<file path="src/rtl/cache_writeback_ctrl_pkg.sv">
// cache_writeback_ctrl_pkg: shared widths, pulse defaults and sequencer state encoding for the RRAM write-back path
package cache_writeback_ctrl_pkg;
    localparam int ADDR_W         = 5;
    localparam int DATA_W         = 8;
    localparam int DEPTH          = 1 << ADDR_W;
    localparam int DEF_WR_PULSE   = 4;
    localparam int DEF_FORM_PULSE = 16;
    localparam int DEF_RECOVER    = 2;
    localparam int CNT_W          = 16;

    typedef enum logic [2:0] {
        S_IDLE, S_FETCH, S_LATCH, S_SETUP, S_PULSE, S_RECOVER, S_DONE
    } state_t;

    function automatic logic [ADDR_W:0] clamp_len(input logic [ADDR_W:0] l);
        return (l > (ADDR_W+1)'(DEPTH)) ? (ADDR_W+1)'(DEPTH) : l;
    endfunction
endpackage

</file>
<file path="src/rtl/cache_writeback_ctrl_if.sv">
// cache_writeback_ctrl_if: controller, cache read port and RRAM write pins of the write-back sequencer
interface cache_writeback_ctrl_if #(
    parameter int DATA_W = cache_writeback_ctrl_pkg::DATA_W,
    parameter int ADDR_W = cache_writeback_ctrl_pkg::ADDR_W
);
    logic              en;
    logic              start;
    logic              forming;
    logic              abort;
    logic [ADDR_W-1:0] base_add;
    logic [ADDR_W:0]   len;
    logic [DATA_W-1:0] cache_dout;
    logic              cache_re;
    logic [ADDR_W-1:0] cache_add;
    logic [ADDR_W-1:0] rram_add;
    logic [DATA_W-1:0] rram_din;
    logic              CE_L;
    logic              WE_L;
    logic              busy;
    logic              done;
    logic              write_count_flag;
    logic              forming_count_flag;

    modport slave (
        input  en, start, forming, abort, base_add, len, cache_dout,
        output cache_re, cache_add, rram_add, rram_din, CE_L, WE_L, busy, done,
               write_count_flag, forming_count_flag
    );
    modport master (
        output en, start, forming, abort, base_add, len, cache_dout,
        input  cache_re, cache_add, rram_add, rram_din, CE_L, WE_L, busy, done,
               write_count_flag, forming_count_flag
    );
endinterface

</file>
<file path="src/rtl/cache_writeback_ctrl_pulse_timer.sv">
// pulse_timer: loadable down-counter; pulse_done marks the final cycle of a loaded interval
module pulse_timer
    import cache_writeback_ctrl_pkg::*;
(
    input  logic             clk,
    input  logic             rst,
    input  logic             load,
    input  logic [CNT_W-1:0] load_val,
    output logic [CNT_W-1:0] cnt,
    output logic             pulse_done
);
    logic [CNT_W-1:0] cnt_q, cnt_d;

    always_comb cnt_d = load ? load_val : (cnt_q != '0 ? cnt_q - 1'b1 : '0);

    always_ff @(posedge clk or posedge rst)
        if (rst) cnt_q <= '0;
        else     cnt_q <= cnt_d;

    assign cnt        = cnt_q;
    assign pulse_done = (cnt_q == '0);
endmodule

</file>
<file path="src/rtl/cache_writeback_ctrl.sv">
// cache_writeback_ctrl: walks a wrapping cache range and writes each word to RRAM with a timed WE_L pulse
module cache_writeback_ctrl
    import cache_writeback_ctrl_pkg::*;
#(
    parameter int DATA_W     = cache_writeback_ctrl_pkg::DATA_W,
    parameter int ADDR_W     = cache_writeback_ctrl_pkg::ADDR_W,
    parameter int WR_PULSE   = DEF_WR_PULSE,
    parameter int FORM_PULSE = DEF_FORM_PULSE,
    parameter int RECOVER    = DEF_RECOVER
) (
    input logic                  clk,
    input logic                  rst,
    cache_writeback_ctrl_if.slave bus
);
    state_t            state_q, state_d;
    logic [ADDR_W-1:0] base_q, base_d, cache_add_q, cache_add_d, rram_add_q, rram_add_d, ptr;
    logic [ADDR_W:0]   len_q, len_d, idx_q, idx_d, len_c;
    logic [DATA_W-1:0] rram_din_q, rram_din_d;
    logic              form_q, form_d, abort_q, abort_d;
    logic              cache_re_q, cache_re_d, ce_l_q, ce_l_d, we_l_q, we_l_d;
    logic              busy_q, busy_d, done_q, done_d, wflag_q, wflag_d, fflag_q, fflag_d;
    logic              tmr_load, tmr_done, last_rec_next;
    logic [CNT_W-1:0]  tmr_val, tmr_cnt;

    pulse_timer u_timer (
        .clk(clk), .rst(rst), .load(tmr_load), .load_val(tmr_val),
        .cnt(tmr_cnt), .pulse_done(tmr_done)
    );

    assign len_c    = clamp_len(bus.len);
    assign ptr      = base_q + idx_q[ADDR_W-1:0];
    assign tmr_load = (state_q == S_SETUP) | (state_q == S_PULSE & tmr_done);
    assign tmr_val  = (state_q == S_SETUP) ? CNT_W'((form_q ? FORM_PULSE : WR_PULSE) - 1)
                                           : CNT_W'(RECOVER - 1);

    always_comb begin
        state_d    = state_q;
        base_d     = base_q;
        len_d      = len_q;
        form_d     = form_q;
        idx_d      = idx_q;
        rram_add_d = rram_add_q;
        rram_din_d = rram_din_q;
        case (state_q)
            S_IDLE: if (bus.en & bus.start) begin
                base_d  = bus.base_add;
                len_d   = len_c;
                form_d  = bus.forming;
                idx_d   = '0;
                state_d = (len_c == '0) ? S_DONE : S_FETCH;
            end
            S_FETCH: state_d = S_LATCH;
            S_LATCH: begin
                rram_din_d = bus.cache_dout;
                rram_add_d = ptr;
                state_d    = S_SETUP;
            end
            S_SETUP: state_d = S_PULSE;
            S_PULSE: state_d = tmr_done ? S_RECOVER : S_PULSE;
            S_RECOVER: if (tmr_done) begin
                idx_d   = idx_q + 1'b1;
                state_d = (idx_d == len_q || abort_q || bus.abort) ? S_DONE : S_FETCH;
            end
            default: state_d = S_IDLE;
        endcase
        // abort is sticky for the whole burst but only ever ends it at a word boundary
        abort_d       = (state_q == S_IDLE) ? 1'b0 : (abort_q | bus.abort);
        cache_add_d   = (state_d == S_FETCH) ? base_d + idx_d[ADDR_W-1:0] : cache_add_q;
        last_rec_next = (state_q == S_PULSE & tmr_done & RECOVER == 1) |
                        (state_q == S_RECOVER & tmr_cnt == CNT_W'(1));
        wflag_d       = last_rec_next & ~form_q;
        fflag_d       = last_rec_next & form_q;
        cache_re_d    = (state_d == S_FETCH);
        ce_l_d        = !(state_d inside {S_SETUP, S_PULSE, S_RECOVER});
        we_l_d        = (state_d != S_PULSE);
        busy_d        = (state_d != S_IDLE);
        done_d        = (state_d == S_DONE);
    end

    always_ff @(posedge clk or posedge rst)
        if (rst) begin
            state_q     <= S_IDLE;
            base_q      <= '0;
            len_q       <= '0;
            form_q      <= 1'b0;
            idx_q       <= '0;
            abort_q     <= 1'b0;
            cache_add_q <= '0;
            rram_add_q  <= '0;
            rram_din_q  <= '0;
            cache_re_q  <= 1'b0;
            ce_l_q      <= 1'b1;
            we_l_q      <= 1'b1;
            busy_q      <= 1'b0;
            done_q      <= 1'b0;
            wflag_q     <= 1'b0;
            fflag_q     <= 1'b0;
        end else begin
            state_q     <= state_d;
            base_q      <= base_d;
            len_q       <= len_d;
            form_q      <= form_d;
            idx_q       <= idx_d;
            abort_q     <= abort_d;
            cache_add_q <= cache_add_d;
            rram_add_q  <= rram_add_d;
            rram_din_q  <= rram_din_d;
            cache_re_q  <= cache_re_d;
            ce_l_q      <= ce_l_d;
            we_l_q      <= we_l_d;
            busy_q      <= busy_d;
            done_q      <= done_d;
            wflag_q     <= wflag_d;
            fflag_q     <= fflag_d;
        end

    assign bus.cache_re           = cache_re_q;
    assign bus.cache_add          = cache_add_q;
    assign bus.rram_add           = rram_add_q;
    assign bus.rram_din           = rram_din_q;
    assign bus.CE_L               = ce_l_q;
    assign bus.WE_L               = we_l_q;
    assign bus.busy               = busy_q;
    assign bus.done               = done_q;
    assign bus.write_count_flag   = wflag_q;
    assign bus.forming_count_flag = fflag_q;
endmodule
</file>
<file path="src/flat_wrapper.sv">
// flat-port wrapper written by rule: the top's interface ports become plain ports
module cache_writeback_ctrl_flat import cache_writeback_ctrl_pkg::*;
#(
    parameter int DATA_W     = cache_writeback_ctrl_pkg::DATA_W,
    parameter int ADDR_W     = cache_writeback_ctrl_pkg::ADDR_W,
    parameter int WR_PULSE   = DEF_WR_PULSE,
    parameter int FORM_PULSE = DEF_FORM_PULSE,
    parameter int RECOVER    = DEF_RECOVER
)
  (clk, rst, bus_en, bus_start, bus_forming, bus_abort, bus_base_add, bus_len, bus_cache_dout, bus_cache_re, bus_cache_add, bus_rram_add, bus_rram_din, bus_CE_L, bus_WE_L, bus_busy, bus_done, bus_write_count_flag, bus_forming_count_flag);
  cache_writeback_ctrl_if #(.DATA_W(DATA_W), .ADDR_W(ADDR_W)) bus_i ();
  input logic clk;
  input logic rst;
  input wire logic [$bits(bus_i.en)-1:0] bus_en;
  input wire logic [$bits(bus_i.start)-1:0] bus_start;
  input wire logic [$bits(bus_i.forming)-1:0] bus_forming;
  input wire logic [$bits(bus_i.abort)-1:0] bus_abort;
  input wire logic [$bits(bus_i.base_add)-1:0] bus_base_add;
  input wire logic [$bits(bus_i.len)-1:0] bus_len;
  input wire logic [$bits(bus_i.cache_dout)-1:0] bus_cache_dout;
  output wire logic [$bits(bus_i.cache_re)-1:0] bus_cache_re;
  output wire logic [$bits(bus_i.cache_add)-1:0] bus_cache_add;
  output wire logic [$bits(bus_i.rram_add)-1:0] bus_rram_add;
  output wire logic [$bits(bus_i.rram_din)-1:0] bus_rram_din;
  output wire logic [$bits(bus_i.CE_L)-1:0] bus_CE_L;
  output wire logic [$bits(bus_i.WE_L)-1:0] bus_WE_L;
  output wire logic [$bits(bus_i.busy)-1:0] bus_busy;
  output wire logic [$bits(bus_i.done)-1:0] bus_done;
  output wire logic [$bits(bus_i.write_count_flag)-1:0] bus_write_count_flag;
  output wire logic [$bits(bus_i.forming_count_flag)-1:0] bus_forming_count_flag;
  assign bus_i.en = bus_en;
  assign bus_i.start = bus_start;
  assign bus_i.forming = bus_forming;
  assign bus_i.abort = bus_abort;
  assign bus_i.base_add = bus_base_add;
  assign bus_i.len = bus_len;
  assign bus_i.cache_dout = bus_cache_dout;
  assign bus_cache_re = bus_i.cache_re;
  assign bus_cache_add = bus_i.cache_add;
  assign bus_rram_add = bus_i.rram_add;
  assign bus_rram_din = bus_i.rram_din;
  assign bus_CE_L = bus_i.CE_L;
  assign bus_WE_L = bus_i.WE_L;
  assign bus_busy = bus_i.busy;
  assign bus_done = bus_i.done;
  assign bus_write_count_flag = bus_i.write_count_flag;
  assign bus_forming_count_flag = bus_i.forming_count_flag;
  cache_writeback_ctrl #(.DATA_W(DATA_W), .ADDR_W(ADDR_W), .WR_PULSE(WR_PULSE), .FORM_PULSE(FORM_PULSE), .RECOVER(RECOVER)) u_core (.clk(clk), .rst(rst), .bus(bus_i));
endmodule
</file>
<file path="config.mk">
export PLATFORM = sky130hd
export DESIGN_NAME = cache_writeback_ctrl_flat
export DESIGN_NICKNAME = d
export VERILOG_FILES = /design/src/rtl/cache_writeback_ctrl_pkg.sv /design/src/rtl/cache_writeback_ctrl_if.sv /design/src/rtl/cache_writeback_ctrl_pulse_timer.sv /design/src/rtl/cache_writeback_ctrl.sv /design/src/flat_wrapper.sv
export SDC_FILE = /design/constraint.sdc
export NUM_CORES = 1
export LEC_CHECK = 0
export ABC_AREA = 1
export CELL_PAD_IN_SITES_DETAIL_PLACEMENT = 1
export CELL_PAD_IN_SITES_GLOBAL_PLACEMENT = 1
export CORE_MARGIN = 2
export CORE_UTILIZATION = 41
export DETAILED_ROUTE_END_ITERATION = 8
export PLACE_DENSITY_LB_ADDON = 0.25
export RECOVER_POWER = 50
export SYNTH_ARGS = -nofsm -noshare
export SYNTH_HDL_FRONTEND = slang
export SYNTH_HIERARCHICAL = 1
export SYNTH_SLANG_ARGS = --single-unit
export TNS_END_PERCENT = 100
</file>
<file path="constraint.sdc">
create_clock -name clk -period 4.4 [get_ports clk]
set_clock_uncertainty 0.1 [all_clocks]
set_input_delay 0.66 -clock clk [delete_from_list [all_inputs] [get_ports clk]]
set_output_delay 0.66 -clock clk [all_outputs]
set_load 0.03 [all_outputs]
</file>
# Word level (Yosys, flattened, before mapping)
# Index checks and enable logic that the tools add are counted.
# W data, S select, Z words.
[totals] regBits=63 inputBits=25 output_inout_bits=25 wordCells=76
[op_classes] n_addsub=5 order_cmp=1 n_eq_ne=15 mux=17 bitwise=8 reduce_logical=12
[ops] cell="$mux W16" count=3
[ops] cell="$mux W6" count=3
[ops] cell="$pmux W3 S6" count=1
[ops] cell="$eq A16 B1 Y1 const B" count=1
[ops] cell="$logic_not A16 Y1" count=1
[ops] cell="$reduce_bool A16 Y1" count=1
[ops] cell="$sub A16 B1 Y16 const B" count=1
[ops] cell="$sub A16 B2 Y16 const B" count=1
[ops] cell="$eq A3 B3 Y1 const B" count=5
[ops] cell="$mux W5" count=3
[ops] cell="$mux W3" count=4
[ops] cell="$pmux W6 S2" count=1
[ops] cell="$add A5 B5 Y5" count=2
[ops] cell="$eq A3 B2 Y1 const B" count=3
[ops] cell="$add A6 B1 Y6 const B" count=1
[ops] cell="$eq A3 B1 Y1 const B" count=2
[ops] cell="$eq A6 B6 Y1" count=1
[ops] cell="$gt A6 B6 Y1 const B" count=1
[ops] cell="$logic_not A6 Y1" count=1
[ops] cell="$reduce_bool A3 Y1" count=2
[ops] cell="$and A1 B1 Y1" count=5
[ops] cell="$ne A2 B1 Y1 const B" count=2
[ops] cell="$logic_not A3 Y1" count=1
[ops] cell="$ne A3 B3 Y1 const B" count=1
[ops] cell="8 further kinds" count=11

# Depth between registers and ports, before layout
[logic_depth] ltp_word=10 mapped_depth=21 mapped_depth_nobuf=21

# Cells and area by module
# The synthesis kept the hierarchy.
[modules_own_cells] mod="cache_writeback_ctrl" instances=1 cells_each=304 area_each_um2=2573.7 seq_area_each_um2=1178.6
[modules_own_cells] mod="pulse_timer" instances=1 cells_each=145 area_each_um2=1058.5 seq_area_each_um2=400.4

# Least setup slack after synthesis
# OpenSTA, ideal clock, no wires.
[synth_timing] path_type="reg2reg" start="reg u_core.u_timer.cnt_q[0], in the netlist u_core/u_timer/cnt[0]" end="reg u_core.cache_add_q[4], in the netlist u_core/bus.cache_add[4]" t_arrival_ps=2930 t_required_ps=4182 path_slack_ps=1253 stages_incl_launch_ff=21 cell_sequence="dfrtp_1 > inv_1 > ha_1 > nand2_4 > nor2_4 > nand3_1 > nor2_1 > nand2_4 > nand2_4 > o21ai_0 > ha_1 > fa_1 > nand2_1 > nand2_1 > a21oi_1 > xor2_1 > nand2_1 > nand2_1 > inv_1 > nand3_1 > nand2_1"
[synth_between] elab_chain_len=4 word_cells_on_any_way=8 classes_between="add/sub (1); eq/ne (1); mux (5); reduce/logical (1)"
[synth_rtl] item="start: declaration" line="cache_writeback_ctrl_pulse_timer.sv:12" text="logic [CNT_W-1:0] cnt_q, cnt_d;"
[synth_rtl] item="start signal: assignment" line="cache_writeback_ctrl_pulse_timer.sv:18" text="else cnt_q <= cnt_d;"
[synth_rtl] item="$logic_not A16 Y1" line="cache_writeback_ctrl_pulse_timer.sv:21" text="assign pulse_done = (cnt_q == '0);"
[synth_rtl] item="named net u_core.tmr_done" line="cache_writeback_ctrl.sv:22" text="logic tmr_load, tmr_done, last_rec_next;"
[synth_rtl] item="$mux W6" line="cache_writeback_ctrl.sv:60" text="S_RECOVER: if (tmr_done) begin"
[synth_rtl] item="$pmux W6 S2" line="cache_writeback_ctrl.sv:44" text="case (state_q)"
[synth_rtl] item="named net u_core.idx_d[0]" line="cache_writeback_ctrl.sv:17" text="logic [ADDR_W:0] len_q, len_d, idx_q, idx_d, len_c;"
[synth_rtl] item="$add A5 B5 Y5" line="cache_writeback_ctrl.sv:68" text="cache_add_d = (state_d == S_FETCH) ? base_d + idx_d[ADDR_W-1:0] : cache_add_q;"
[synth_rtl] item="end signal: assignment" line="cache_writeback_ctrl.sv:105" text="cache_add_q <= cache_add_d;"
[synth_rtl] item="end: declaration" line="cache_writeback_ctrl.sv:16" text="logic [ADDR_W-1:0] base_q, base_d, cache_add_q, cache_add_d, rram_add_q, rram_add_d, ptr;"
# The timed path passes the listed nets, and every way through them passes these cells. The select of a mux whose other input is x is not followed.
# A chain may end at the register's enable or synchronous reset.

# Final worst setup path
[layout_timing] start="reg u_core.state_q[2]" end="reg u_core.cache_add_q[4], in the netlist u_core/bus.cache_add[4]"
[layout_between] elab_chain_len=3 word_cells_on_any_way=13 classes_between="add/sub (1); eq/ne (6); mux (5); reduce/logical (1)"
[layout_rtl] item="start: declaration" line="cache_writeback_ctrl.sv:15" text="state_t state_q, state_d;"
[layout_rtl] item="start signal: assignment" line="cache_writeback_ctrl.sv:99" text="state_q <= state_d;"
[layout_rtl] item="$eq A3 B3 Y1 or $logic_not A3 Y1 (tied branches)" line="cache_writeback_ctrl.sv:44"
[layout_rtl] item="$pmux W6 S2 *" line="cache_writeback_ctrl.sv:44"
[layout_rtl] item="named net u_core.idx_d[0]" line="cache_writeback_ctrl.sv:17"
[layout_rtl] item="$add A5 B5 Y5 *" line="cache_writeback_ctrl.sv:68"
# Mark *: on every way through the listed nets, which the timed path passes. The rest lies on a longest branch.

==> impl_metrics.sql <==
INSERT INTO impl_metrics (metric_group, metric, value, unit) VALUES
('clock_tree', 'cts.clk_slew.worst_paths', '0.07', 'ns'),
('worst_setup_path', 'critical_path_required', '4.54', 'ns'),
('timing', 'timing.final.hold_violations', '0', ''),
('grt', 'overall_global_routing_resource_usage', '0.217', ''),
('floorplan', 'core_ar', '0.00864', 'mm2'),
('pwr', 'power_frac_comb', '0.031', ''),
('timing', 'max_clk_rate', '0.273', 'GHz'),
('grt', 'number_of_antenna_violations_at_the_first_check_in_global_routing', '0', ''),
('hold_path', 'hold_class', 'register to register', ''),
('logic_synthesis', 'syn_avg_cell_area', '8.09', 'um2'),
('grt', 'grt_first_pass_wirelength', '16500', 'um'),
('layout', 'nNetsFinal', '553', ''),
('detailed_routing', 'drt-initial-drc-count', '87', ''),
('worst_setup_path', 'critical_path.endpoint_type', 'register', ''),
('grt', 'grt_pass1_vias', '3315', ''),
('layout', 'mostFrequentLayoutCells', 'sky130_fd_sc_hd__nand2_1 (148), sky130_fd_sc_hd__dfrtp_1 (61), sky130_fd_sc_hd__clkdlybuf4s50_1 (46), sky130_fd_sc_hd__inv_1 (46), sky130_fd_sc_hd__nor2_1 (34)', ''),
('placement', 'dpl.cell_count', '613', ''),
('logic_synthesis', 'post_synth_instance_area', '0.00363', 'mm2'),
('layout', 'area_growth_syn_to_layout', '22.6', '%'),
('worst_setup_path', 'slowest_stage_delay_on_critical_path', '0.82', 'ns'),
('clock_tree', 'cts_made_buffers', '9', ''),
('timing', 'worst-slew-pin-transition', '2.04', 'ns'),
('timing', 'final-max-slew-violation-count', '38', ''),
('grt', 'largest_net_degree_at_the_start_of_global_routing', '38', ''),
('pwr', 'power.switching_fraction', '0.210', ''),
('floorplan', 'dieArea', '0.00963', 'mm2'),
('floorplan', 'ios', '50', ''),
('timing', 'setup_viol', '0', ''),
('layout', 'antennaDiodeCount', '0', ''),
('worst_setup_path', 'timing.critical_path.from_type', 'register', ''),
('pwr', 'static-leakage-power', '2.12', 'nW'),
('layout', 'final_cell_area', '0.00445', 'mm2'),
('logic_synthesis', 'synth-seq-cells', '63', ''),
('logic_synthesis', 'post_synth_inst_count', '449', ''),
('logic_synthesis', 'async_reset_ff_frac', '1.00', ''),
('job', 'drv.max_cap_violation_count', '1', ''),
('placement', 'dp_hpwl', '7150', 'um'),
('pwr', 'p_sw', '248', 'uW'),
('placement', 'portBuffers', '49', ''),
('logic_synthesis', 'synth_area_leader', 'sky130_fd_sc_hd__dfrtp_1', ''),
('floorplan', 'die-height', '98.1', 'um'),
('clock_tree', 'htree_levels', '3', ''),
('timing', 'max_slew_margin', '-0.357', ''),
('worst_setup_path', 'criticalPathCategory', 'register to register', ''),
('layout', 'final_cells', '629', ''),
('worst_setup_path', 'cell_repeated_most_along_the_worst_path', 'sky130_fd_sc_hd__nand2_1', ''),
('pwr', 'power.density_cell_area', '265', 'mW/mm2'),
('clock_tree', 'clk_latency', '0.35', 'ns'),
('placement', 'placement.setup.worst_slack', '0.820', 'ns'),
('layout', 'n_fill_cell', '1091', ''),
('pwr', 'seqPwrFrac', '0.491', ''),
('detailed_routing', 'dr_total_vias', '3137', ''),
('pwr', 'post_route_total_power', '1.18', 'mW'),
('worst_setup_path', 'critical_path.slowest_cell', 'sky130_fd_sc_hd__nor3_1', ''),
('layout', 'post_route_cells_drive_above_1_share', '0.125', ''),
('detailed_routing', 'first_pass_iters', '4', ''),
('outcome', 'outcome', 'complete, but fails checks', ''),
('worst_setup_path', 'critPathMaxFanout', '6', ''),
('pwr', 'peakVddDrop', '0.000162', 'V'),
('timing', 'ratio_of_final_minimum_period_to_clock_period', '0.833', ''),
('layout', 'layout_commonest_cell', 'sky130_fd_sc_hd__nand2_1', ''),
('logic_synthesis', 'synth_largest_type_area_fraction', '0.420', ''),
('floorplan', 'fp.dieW', '98.1', 'um'),
('logic_synthesis', 'synth_ff_type', 'sky130_fd_sc_hd__dfrtp_1', ''),
('timing', 'grt_setup_unrepaired', 'no', ''),
('logic_synthesis', 'synth_top_cells_by_area', 'sky130_fd_sc_hd__dfrtp_1 (42%), sky130_fd_sc_hd__nand2_1 (15%), sky130_fd_sc_hd__inv_1 (4.4%)', ''),
('outcome', 'violated_checks', 'max-capacitance violations, max-slew violations', ''),
('logic_synthesis', 'yosys_warnings', '6', ''),
('clock_tree', 'clkSinkCount', '63', ''),
('pwr', 'power.internal', '931', 'uW'),
('timing', 'postLayoutSetupSlackWorst', '0.734', 'ns');
-- through the flow --
step                       util  hold slack (ns)
after floorplan               -            0.303
after global placement    0.494            0.312
after detailed placement  0.494            0.321
after CTS                 0.519            0.330
after global routing      0.516            0.343
final                     0.516            0.328
-- synth_stat cells (3+ instances only) --
cell and n:
sky130_fd_sc_hd__a21oi_1 7, sky130_fd_sc_hd__clkbuf_1 4, sky130_fd_sc_hd__dfrtp_1 61, sky130_fd_sc_hd__ha_1 10, sky130_fd_sc_hd__inv_1 43, sky130_fd_sc_hd__inv_2 9, sky130_fd_sc_hd__nand2_1 148, sky130_fd_sc_hd__nand2_2 8
sky130_fd_sc_hd__nand2_4 6, sky130_fd_sc_hd__nand3_1 27, sky130_fd_sc_hd__nand3_4 3, sky130_fd_sc_hd__nand3b_1 4, sky130_fd_sc_hd__nand4_1 6, sky130_fd_sc_hd__nor2_1 34, sky130_fd_sc_hd__nor2_2 6, sky130_fd_sc_hd__nor2_4 3
sky130_fd_sc_hd__nor4_1 4, sky130_fd_sc_hd__o21ai_0 16, sky130_fd_sc_hd__o21ai_2 10, sky130_fd_sc_hd__o22ai_1 3, sky130_fd_sc_hd__xnor2_1 7, sky130_fd_sc_hd__xor2_1 8
-- metal layers --
layer / GRT usage / wire (um)
met1: 0.287 / 4490
met2: 0.360 / 4840
met3: 0.0351 / 245
met4: 0.0812 / 177
met5: 0 / 0
-- sequential cells by signal, indices dropped and copies added (netlist names) --
name	cells
u_core/bus.busy	1
u_core/base_q	5
u_core/idx_q	6
u_core/bus.cache_re	1
u_core/bus.rram_din	8
u_core/bus.done	1
u_core/bus.cache_add	5
u_core/u_timer/cnt	16
u_core/bus.WE_L	1
u_core/form_q	1
u_core/bus.forming_count_flag	1
u_core/bus.rram_add	5
u_core/bus.write_count_flag	1
u_core/len_q	6
u_core/state_q	3
u_core/bus.CE_L	1
u_core/abort_q	1
-- worst max-delay path, delay by kind of cell, from the launching register on --
kind,cells,cell delay (ns)
simple gates,9,1.60
fa+ha+maj,2,0.68
flops,1,0.45
compound gates,2,0.39
xor+xnor,1,0.19
buf+inv,2,0.14
-- path summary, 6_finish.rpt --
path                       slack (ns)  depth (start not counted)                                    end                   startpoint
max                              0.73                         16    u_core/bus.cache_add[4]$_DFFE_PP0N_  u_core/state_q[2]$_DFF_PP0_
min                              0.33                          1  u_core/bus.write_count_flag$_DFF_PP0_    u_core/form_q$_DFFE_PP0P_
max reg2reg                      0.73                         16    u_core/bus.cache_add[4]$_DFFE_PP0N_  u_core/state_q[2]$_DFF_PP0_
min reg2reg                      0.33                          1  u_core/bus.write_count_flag$_DFF_PP0_    u_core/form_q$_DFFE_PP0P_
max in group asynchronous        1.29                          3  u_core/bus.write_count_flag$_DFF_PP0_                          rst
min in group asynchronous        0.66                          2            u_core/state_q[2]$_DFF_PP0_                          rst
-- cell type report --
| type | count | area, um2 | area share |
|---|---|---|---|
| multi-input combinational | 336 | 1810 | 0.407 |
| timing repair buffer | 52 | 505 | 0.113 |
| sequential | 63 | 1580 | 0.354 |
| clock inverter | 4 | 70.1 | 0.0157 |
| clock buffer | 12 | 145 | 0.0326 |
| inverter | 54 | 205 | 0.0461 |
| tap | 108 | 135 | 0.0303 |
-- power by group through the flow --
stage,Sequential (mW),Clock (mW),Combinational [mW]
after floorplan,0.590,0,0.0109
after global placement,0.590,0,0.0390
after detailed placement,0.590,0,0.0394
after CTS,0.579,0.577,0.0399
after global routing,0.579,0.599,0.0417
final,0.579,0.563,0.0371
-- cell families after synthesis --
group	synth area share
buffers and inverters	0.0706
AND/OR/NAND/NOR	0.338
adder cells (fa/ha/maj)	0.0455
flip-flops	0.435
other	0.00207
XOR/XNOR	0.0362
AO/OA/AOI/OAI	0.0734
Power figures use the tool's default switching activity.
